**src/rtl/router_pkg.sv**
```systemverilog
// Shared router types: flit width, input count, direction and select types.
// Helper picks the lowest set bit of a request vector.
package router_pkg;

  localparam int WL     = 16;
  localparam int NUM_IN = 4;

  typedef enum logic [2:0] {N, E, S, W, L} dir_t;

  typedef logic [WL-1:0] flit_t;
  typedef logic [1:0]    sel_t;

  function automatic sel_t lowest(
    input logic [NUM_IN-1:0] v
  );
    lowest = '0;
    for (int i = NUM_IN-1; i >= 0; i--) begin
      if (v[i]) lowest = sel_t'(i);
    end
  endfunction

endpackage

```
**src/rtl/starve_ctr.sv**
```systemverilog
// Saturating lost-arbitration counter for one candidate input.
// Holds under backpressure; clears on a win or a dropped request.
module starve_ctr #(
  parameter int unsigned LIM = 8
) (
  input  logic clk,
  input  logic rst,
  input  logic req,
  input  logic lost,
  input  logic won,
  output logic sat
);

  localparam logic [7:0] LIM8 = 8'(LIM);

  logic [7:0] cnt_q;
  logic [7:0] cnt_d;

  always_comb begin
    cnt_d = cnt_q;
    if (!req || won) begin
      cnt_d = '0;
    end else if (lost && cnt_q != LIM8) begin
      cnt_d = cnt_q + 8'd1;
    end
  end

  always_ff @(posedge clk) begin
    if (rst) begin
      cnt_q <= '0;
    end else begin
      cnt_q <= cnt_d;
    end
  end

  assign sat = (LIM8 != 8'd0) && req && (cnt_q == LIM8);

endmodule

```
**src/rtl/out_port_ctrl.sv**
```systemverilog
// Output-direction drain engine: grant select, FIFO pop and
// registered output flit with starvation override.
module out_port_ctrl
  import router_pkg::*;
#(
  parameter int          WL         = 16,
  parameter int unsigned STARVE_LIM = 8
) (
  input  logic                 clk,
  input  logic                 rst,
  input  logic [NUM_IN-1:0]    req,
  input  logic [1:0]           sel,
  input  logic [NUM_IN*WL-1:0] in_data,
  output logic [NUM_IN-1:0]    pop,
  output logic                 out_valid,
  output logic [WL-1:0]        out_data,
  input  logic                 out_ready,
  output logic                 starve_evt
);

  typedef enum logic {EMPTY, FULL} state_t;

  state_t        state_q, state_d;
  logic [WL-1:0] data_q, data_d;
  logic          evt_q, evt_d;

  logic [NUM_IN-1:0] sat_vec;
  logic [NUM_IN-1:0] lost_vec;
  logic              load_ok;
  logic              gnt_v;
  logic              ovr;
  sel_t              g;

  for (genvar i = 0; i < NUM_IN; i++) begin : g_ctr
    assign lost_vec[i] = req[i] & load_ok & ~pop[i];

    starve_ctr #(
      .LIM (STARVE_LIM)
    ) u_ctr (
      .clk  (clk),
      .rst  (rst),
      .req  (req[i]),
      .lost (lost_vec[i]),
      .won  (pop[i]),
      .sat  (sat_vec[i])
    );
  end

  // Override first, then arbiter index, then any requester (sel/req skew).
  always_comb begin
    gnt_v = 1'b0;
    ovr   = 1'b0;
    g     = '0;
    if (|sat_vec) begin
      gnt_v = 1'b1;
      ovr   = 1'b1;
      g     = lowest(sat_vec);
    end else if (req[sel]) begin
      gnt_v = 1'b1;
      g     = sel;
    end else if (|req) begin
      gnt_v = 1'b1;
      g     = lowest(req);
    end
  end

  always_comb begin
    load_ok = (state_q == EMPTY) | out_ready;
    pop     = '0;
    state_d = state_q;
    data_d  = data_q;
    evt_d   = evt_q;
    if (load_ok) begin
      if (gnt_v) begin
        pop[g]  = ~rst;
        state_d = FULL;
        data_d  = in_data[g*WL +: WL];
        evt_d   = ovr;
      end else begin
        state_d = EMPTY;
        evt_d   = 1'b0;
      end
    end
  end

  always_ff @(posedge clk) begin
    if (rst) begin
      state_q <= EMPTY;
      data_q  <= '0;
      evt_q   <= 1'b0;
    end else begin
      state_q <= state_d;
      data_q  <= data_d;
      evt_q   <= evt_d;
    end
  end

  assign out_valid  = (state_q == FULL);
  assign out_data   = data_q;
  assign starve_evt = evt_q;

endmodule

```
**config.mk**
```make
export PLATFORM = sky130hd
export DESIGN_NAME = out_port_ctrl
export DESIGN_NICKNAME = d
export VERILOG_FILES = /design/src/rtl/router_pkg.sv /design/src/rtl/starve_ctr.sv /design/src/rtl/out_port_ctrl.sv
export SDC_FILE = /design/constraint.sdc
export NUM_CORES = 1
export LEC_CHECK = 0
export CORE_MARGIN = 10
export CORE_UTILIZATION = 50
export DETAILED_ROUTE_END_ITERATION = 8
export PLACE_DENSITY = 0.93
export REMOVE_ABC_BUFFERS = 1
export SLEW_MARGIN = 5
export SYNTH_ARGS = -nofsm -noshare
export SYNTH_HDL_FRONTEND = slang
export SYNTH_SLANG_ARGS = --single-unit
```
**constraint.sdc**
```tcl
create_clock -name clk -period 8.9 [get_ports clk]
set_clock_uncertainty 0.15 [all_clocks]
set_input_delay 1.78 -clock clk [delete_from_list [all_inputs] [get_ports clk]]
set_output_delay 1.78 -clock clk [all_outputs]
set_load 0.005 [all_outputs]
```
==> impl_metrics.ini, run 1 <==
[critical_path]
critPathKind = in -> out
critPathArrivalTime_ns = 4.90
cp_max_fo = 19
required_ns = 6.97
crit_path_start_kind = input pin
end_kind = primary output

[drt]
finalWirelength_um = 9689
via_per_inst = 6.126
drc = 0
routedWlPerCell_um = 19.11
dr_total_vias = 3106
drt_first_pass_iters = 5
drt_iter0_drc = 353
ant_nets = 0

[logic_synthesis]
synthTopCellsByArea = dfxtp_1 (35%), nor2_1 (7.5%), a221oi_1 (4.8%), a22oi_1 (4.4%), a211oi_1 (4.1%)
syn-instance-count = 353
seq_area_frac_synth_pct = 34.51
ys_async_sr_fraction_pct = 0
ys_warn_count = 0
synth_edf_count = 0
yosys.cell_types.count = 54
syn_area_um2 = 2900
syn_avg_cell_area_um2 = 8.216
synth_top_area_cell = dfxtp_1
synthFlopType = dfxtp_1
synth_seq_cells = 50
synth_top_area_share_pct = 34.51

[power]
ir_worst_vdd_v = 0.00008944
p_leak_uw = 0.001374
power_per_cell_area_nw_per_um2 = 137.6

[timing]
slew_violations = 0
maxSlewHeadroom_pct = 17.57
tightestPinTransition_ns = 1.232
rsz0062_at_grt = no
hold_violations = 0
fin_setup_tns_ns = 0
setup_viol = 0
max_freq_ghz = 0.1464
fin_crit_sh_pct = 76.77
timing.final.crit_period_ns = 6.833
timing.hold.ws_ns = 0.3663

[final_layout]
num_antenna_cells = 0
final_cell_area_um2 = 3948
instances_no_fill = 507
drive_above_1_share_pct = 4.368
area_growth_syn_to_layout_pct = 36.11
layout.nets = 515

[clock_network]
clock_latency_ns = 0.32
htreeDepth = 2
clock_sinks = 50
path_clk_slew_ns = 0.11
cts_tree = yes
ctsResizeCount = 0
root_buffer = clkbuf_8
cts-buffers-inserted = 5
postCtsHoldBufs = 0
cts_setup_buffers = 0
clockBufferDepth = 2

[floorplan]
initial_core_util_pct = 52.03
ios = 95
core_area_um2 = 5574
num_rows = 27
die_w_um = 96.16
die_h_um = 96.16
die_area_um2 = 9247

[global_route]
grt.overflow.total = 0
grt_pass1_wl_um = 15270
grt_max_degree = 25
grt_pass1_vias = 3092
gr-usage-all-layers_pct = 20.67
antenna_found_initial = 0

[placement]
dpl.hpwl_um = 7219
placed_cell_area_um2 = 3830
gp_congestion = 0.8819
numPlacedInstances = 499
portBuffers = 94

[run]
maxCapViolCount = 0

[hold_path]
hold_class = reg -> reg

[run_status]
status = finished clean
power by group:
group / leakage (uW) / switching (uW) / internal (uW) / total, uW
logic: 0.000910 / 60.7 / 70.3 / 131
clock network: 0.0000563 / 84.5 / 85.7 / 170
registers: 0.000408 / 7.33 / 234 / 242
total: 0.00137 / 152 / 391 / 543
cells by family after synthesis:
| logic type | after synthesis | share of synthesized area [%] |
|---|---|---|
| AOI/OAI and AO/OA | 99 | 25.67 |
| xor gates and xnor gates | 17 | 5.134 |
| adders and majority gates | 8 | 3.451 |
| buffers and inverters | 35 | 5.824 |
| DFF | 50 | 34.51 |
| muxes | 1 | 0.3451 |
| and+or+nand+nor | 143 | 25.07 |
cells in the mapped netlist (4+ instances only):
cell type   n
nand4_1     9
buf_4       4
ha_1        8
o21ai_0     7
nor2_1     58
xor2_1      5
xnor2_1    12
clkbuf_1   11
or4_1       5
a211oi_1   16
nand3_1     8
buf_2       6
inv_1      12
a31oi_1     7
and2_1      6
a22oi_1    17
nand2_1    20
dfxtp_1    50
nor3_1     10
a221oi_1   16
a21oi_1    13
through the flow:
step           total power (uW)  worst slack, ns  utilization, %
6_report                  543.0            2.067           70.82
5_1_grt                   566.1            1.828           70.82
4_1_cts                   542.2            2.100           70.82
3_5_place_dp              375.1            2.129           68.71
3_3_place_gp              371.3            2.247           68.71
2_1_floorplan             300.6            3.574               -
registers in the layout, indices dropped and copies added (netlist names):
register           cells
out_valid              1
out_data              16
g_ctr.u_ctr.cnt_q     32
starve_evt             1
critical path: stages:
cell	delay, ns
clkdlybuf4s50_1	0.72
nor2_1	0.10
o32ai_1	0.61
o21ai_0	0.29
o21ai_2	0.68
and2_1	0.22
clkdlybuf4s50_1	0.50
worst paths after layout:
kind | start | to | slack, ns | depth (start not counted)
max | req[2] | pop[0] | 2.07 | 7
min | out_data[12] | out_data[12] | 0.37 | 2
max reg2reg | g_ctr[3].u_ctr.cnt_q[0] | out_data[14] | 5.59 | 8
min reg2reg | out_data[12] | out_data[12] | 0.37 | 2
routing by layer:
metal / wire length (um) / up-vias / track usage, %
li1: - / 1469 / -
met2: 5278 / 123 / 35.99
met1: 3548 / 1470 / 23.60
met3: 449 / 44 / 4.047
met5: 0 / - / 0
met4: 413 / 0 / 10.07
area by class of cell:
| class | instances | area [um^2] |
|---|---|---|
| fillers | 420 | 1627 |
| clock buffers | 5 | 68.82 |
| inverters | 12 | 45.04 |
| clock inverters | 3 | 48.80 |
| repair buffers | 97 | 963.4 |
| flip-flops and latches | 50 | 1001 |
| multi-input cells | 268 | 1730 |
| well taps | 72 | 90.09 |
cells in the final DEF (no fill, tap or decap), types with 5 or more instances in the layout:
cell type        synthesis  layout
clkbuf_8                 0       5
ha_1                     8       8
or4_1                    5       5
dfxtp_1                 50      50
a21oi_1                 13      13
a31oi_1                  7       7
o21ai_0                  7       7
nand4_1                  9       9
xor2_1                   5       5
nand3_1                  8       8
a221oi_1                16      16
and2_1                   6       6
inv_1                   12      12
a22oi_1                 17      17
a211oi_1                16      16
nand2_1                 20      20
nor2_1                  58      58
nor3_1                  10      10
xnor2_1                 12      12
clkdlybuf4s50_1          0      94
(Power assumes the default switching activity.)
==> run 2: changes to the inputs <==
- CORE_UTILIZATION: 50 -> 46
- PLACE_DENSITY: 0.93 -> 0.87
- clock period: 8.9 -> 7.05 ns (I/O delays scaled with it)
==> run 2 against run 1 <==
Global-route usage decreased by 2.7 points. Clock power down 6%. Sequential cell count unchanged. Die area is 6.9% higher. Total power grew 16%. Sequential power increased by 26%. Design area decreased by 0.32%. Worst setup slack lost 0.78 ns. Via count decreased by 2.8%. Non-clock buffer count rose by 3. Hold slack got worse by 0.018 ns.
==> impl_metrics.ini, run 2 (synthesized netlist as in run 1, its figures left out) <==
[run_status]
status = finished clean

[placement]
portBuffers = 94
gp_congestion = 0.9396
pre_cts_slack_ns = 1.308
dpl.hpwl_um = 7174
placed_cell_area_um2 = 3856

[final_layout]
top_register = g_ctr.u_ctr.cnt_q
num_antenna_cells = 0
fillCellCount = 508
multiInputGateArea_um2 = 1730
layout.nets = 518
regArea_um2 = 1001
area_growth_syn_to_layout_pct = 35.68
final_common_cell = clkdlybuf4s50_1
largest_register_ffs = 32
drive_above_1_share_pct = 4.805
final_cell_area_um2 = 3935
mostFrequentLayoutCells = clkdlybuf4s50_1 (94), nor2_1 (58), dfxtp_1 (50)

[global_route]
grt_pass1_vias = 3015
grt_max_degree = 25
gr-usage-all-layers_pct = 17.95
grt_pass1_wl_um = 14750
antenna_found_initial = 0
grt.overflow.total = 0

[drt]
drt_first_pass_iters = 5
via_per_inst = 5.896
drc = 0
routedWlPerCell_um = 18.05
dr_total_vias = 3019
drt_iter0_drc = 326
ant_nets = 0
finalWirelength_um = 9242

[critical_path]
end_kind = primary output
path_common_cell = clkdlybuf4s50_1
critPathKind = in -> out
cpMaxStageDelayCell = nor3b_1
worstPathCellList = clkdlybuf4s50_1 > mux2i_1 > o32ai_1 > nor3b_1 > a31o_1 > buf_4 > and2_1 > clkdlybuf4s50_1
required_ns = 5.49
cp_max_fo = 20
slowest_delay_ns = 0.65
critPathArrivalTime_ns = 4.21
crit_path_start_kind = input pin

[floorplan]
die_w_um = 99.41
initial_core_util_pct = 48.13
die_h_um = 99.41
die_area_um2 = 9881
ios = 95
core_area_um2 = 6026
num_rows = 28

[clock_network]
cts_setup_buffers = 0
cts-buffers-inserted = 5
cts_tree = yes
clock_sinks = 50
root_buffer = clkbuf_8
htreeDepth = 2
path_clk_slew_ns = 0.09
clockBufferDepth = 2
ctsResizeCount = 0
postCtsHoldBufs = 0
clock_latency_ns = 0.30

[timing]
slew_violations = 0
setup_viol = 0
timing.hold.ws_ns = 0.3480
tightestPinTransition_ns = 1.199
setup_slack_ns = 1.282
timing.final.crit_period_ns = 5.768
fin_crit_sh_pct = 81.81
max_freq_ghz = 0.1734
fin_setup_tns_ns = 0
rsz0062_at_grt = no
hold_violations = 0
maxSlewHeadroom_pct = 19.74

[power]
power_per_cell_area_nw_per_um2 = 160.4
finalPower_uw = 631.1
p_leak_uw = 0.001377
ir_worst_vdd_v = 0.0001337

[hold_path]
hold_class = reg -> reg

[run]
maxCapViolCount = 0
==> run 2: cell count changes in the layout (fill, tap and decap cells not counted) <==
cell and delta:
inv_8 -1, clkinvlp_4 -1, clkinv_2 +2, buf_4 +3, bufinv_16 -1
==> run 2: worst max-delay path: cells and delay by family <==
kind / cells / cell delay [ns]
AOI/OAI and AO/OA: 2 / 0.39
and+or+nand+nor: 2 / 0.81
buffers and inverters: 3 / 1.36
muxes: 1 / 0.23
==> run 2: report_power, final <==
part | switching (uW) | leakage (uW) | internal, uW
Combinational | 75.6 | 0.000925 | 90.7
Clock | 93.4 | 0.0000438 | 66.9
Sequential | 8.50 | 0.000408 | 296
==> run 2: metrics by stage <==
stage | instances | utilization, %
after floorplan | 330 | -
after global placement | 505 | 64.00
after detailed placement | 505 | 64.00
after CTS | 512 | 65.30
after global routing | 512 | 65.30
final | 512 | 65.30
==> run 2: cell type report <==
cell class              count  area share [%]
clock buffers               5           1.749
clock inverters             2          0.2544
inverters                  12           1.145
multi-input cells         268           43.97
flip-flops and latches     50           25.44
well taps                  75           2.385
repair buffers            100           25.06
==> run 2: final timing paths <==
check | startpoint | to | slack, ns | cells after the start
hold reg to reg | starve_evt | starve_evt | 0.35 | 2
hold / removal | starve_evt | starve_evt | 0.35 | 2
setup reg to reg | g_ctr[3].u_ctr.cnt_q[0] | out_data[2] | 3.86 | 8
setup / recovery | req[2] | pop[1] | 1.28 | 8
==> run 2: routing by layer <==
layer / up-vias / track usage (%) / wire length [um]
li1: 1474 / - / -
met1: 1387 / 20.62 / 3655
met2: 129 / 31.06 / 4606
met3: 29 / 4.014 / 605
met4: 0 / 7.938 / 374
met5: - / 0 / 0
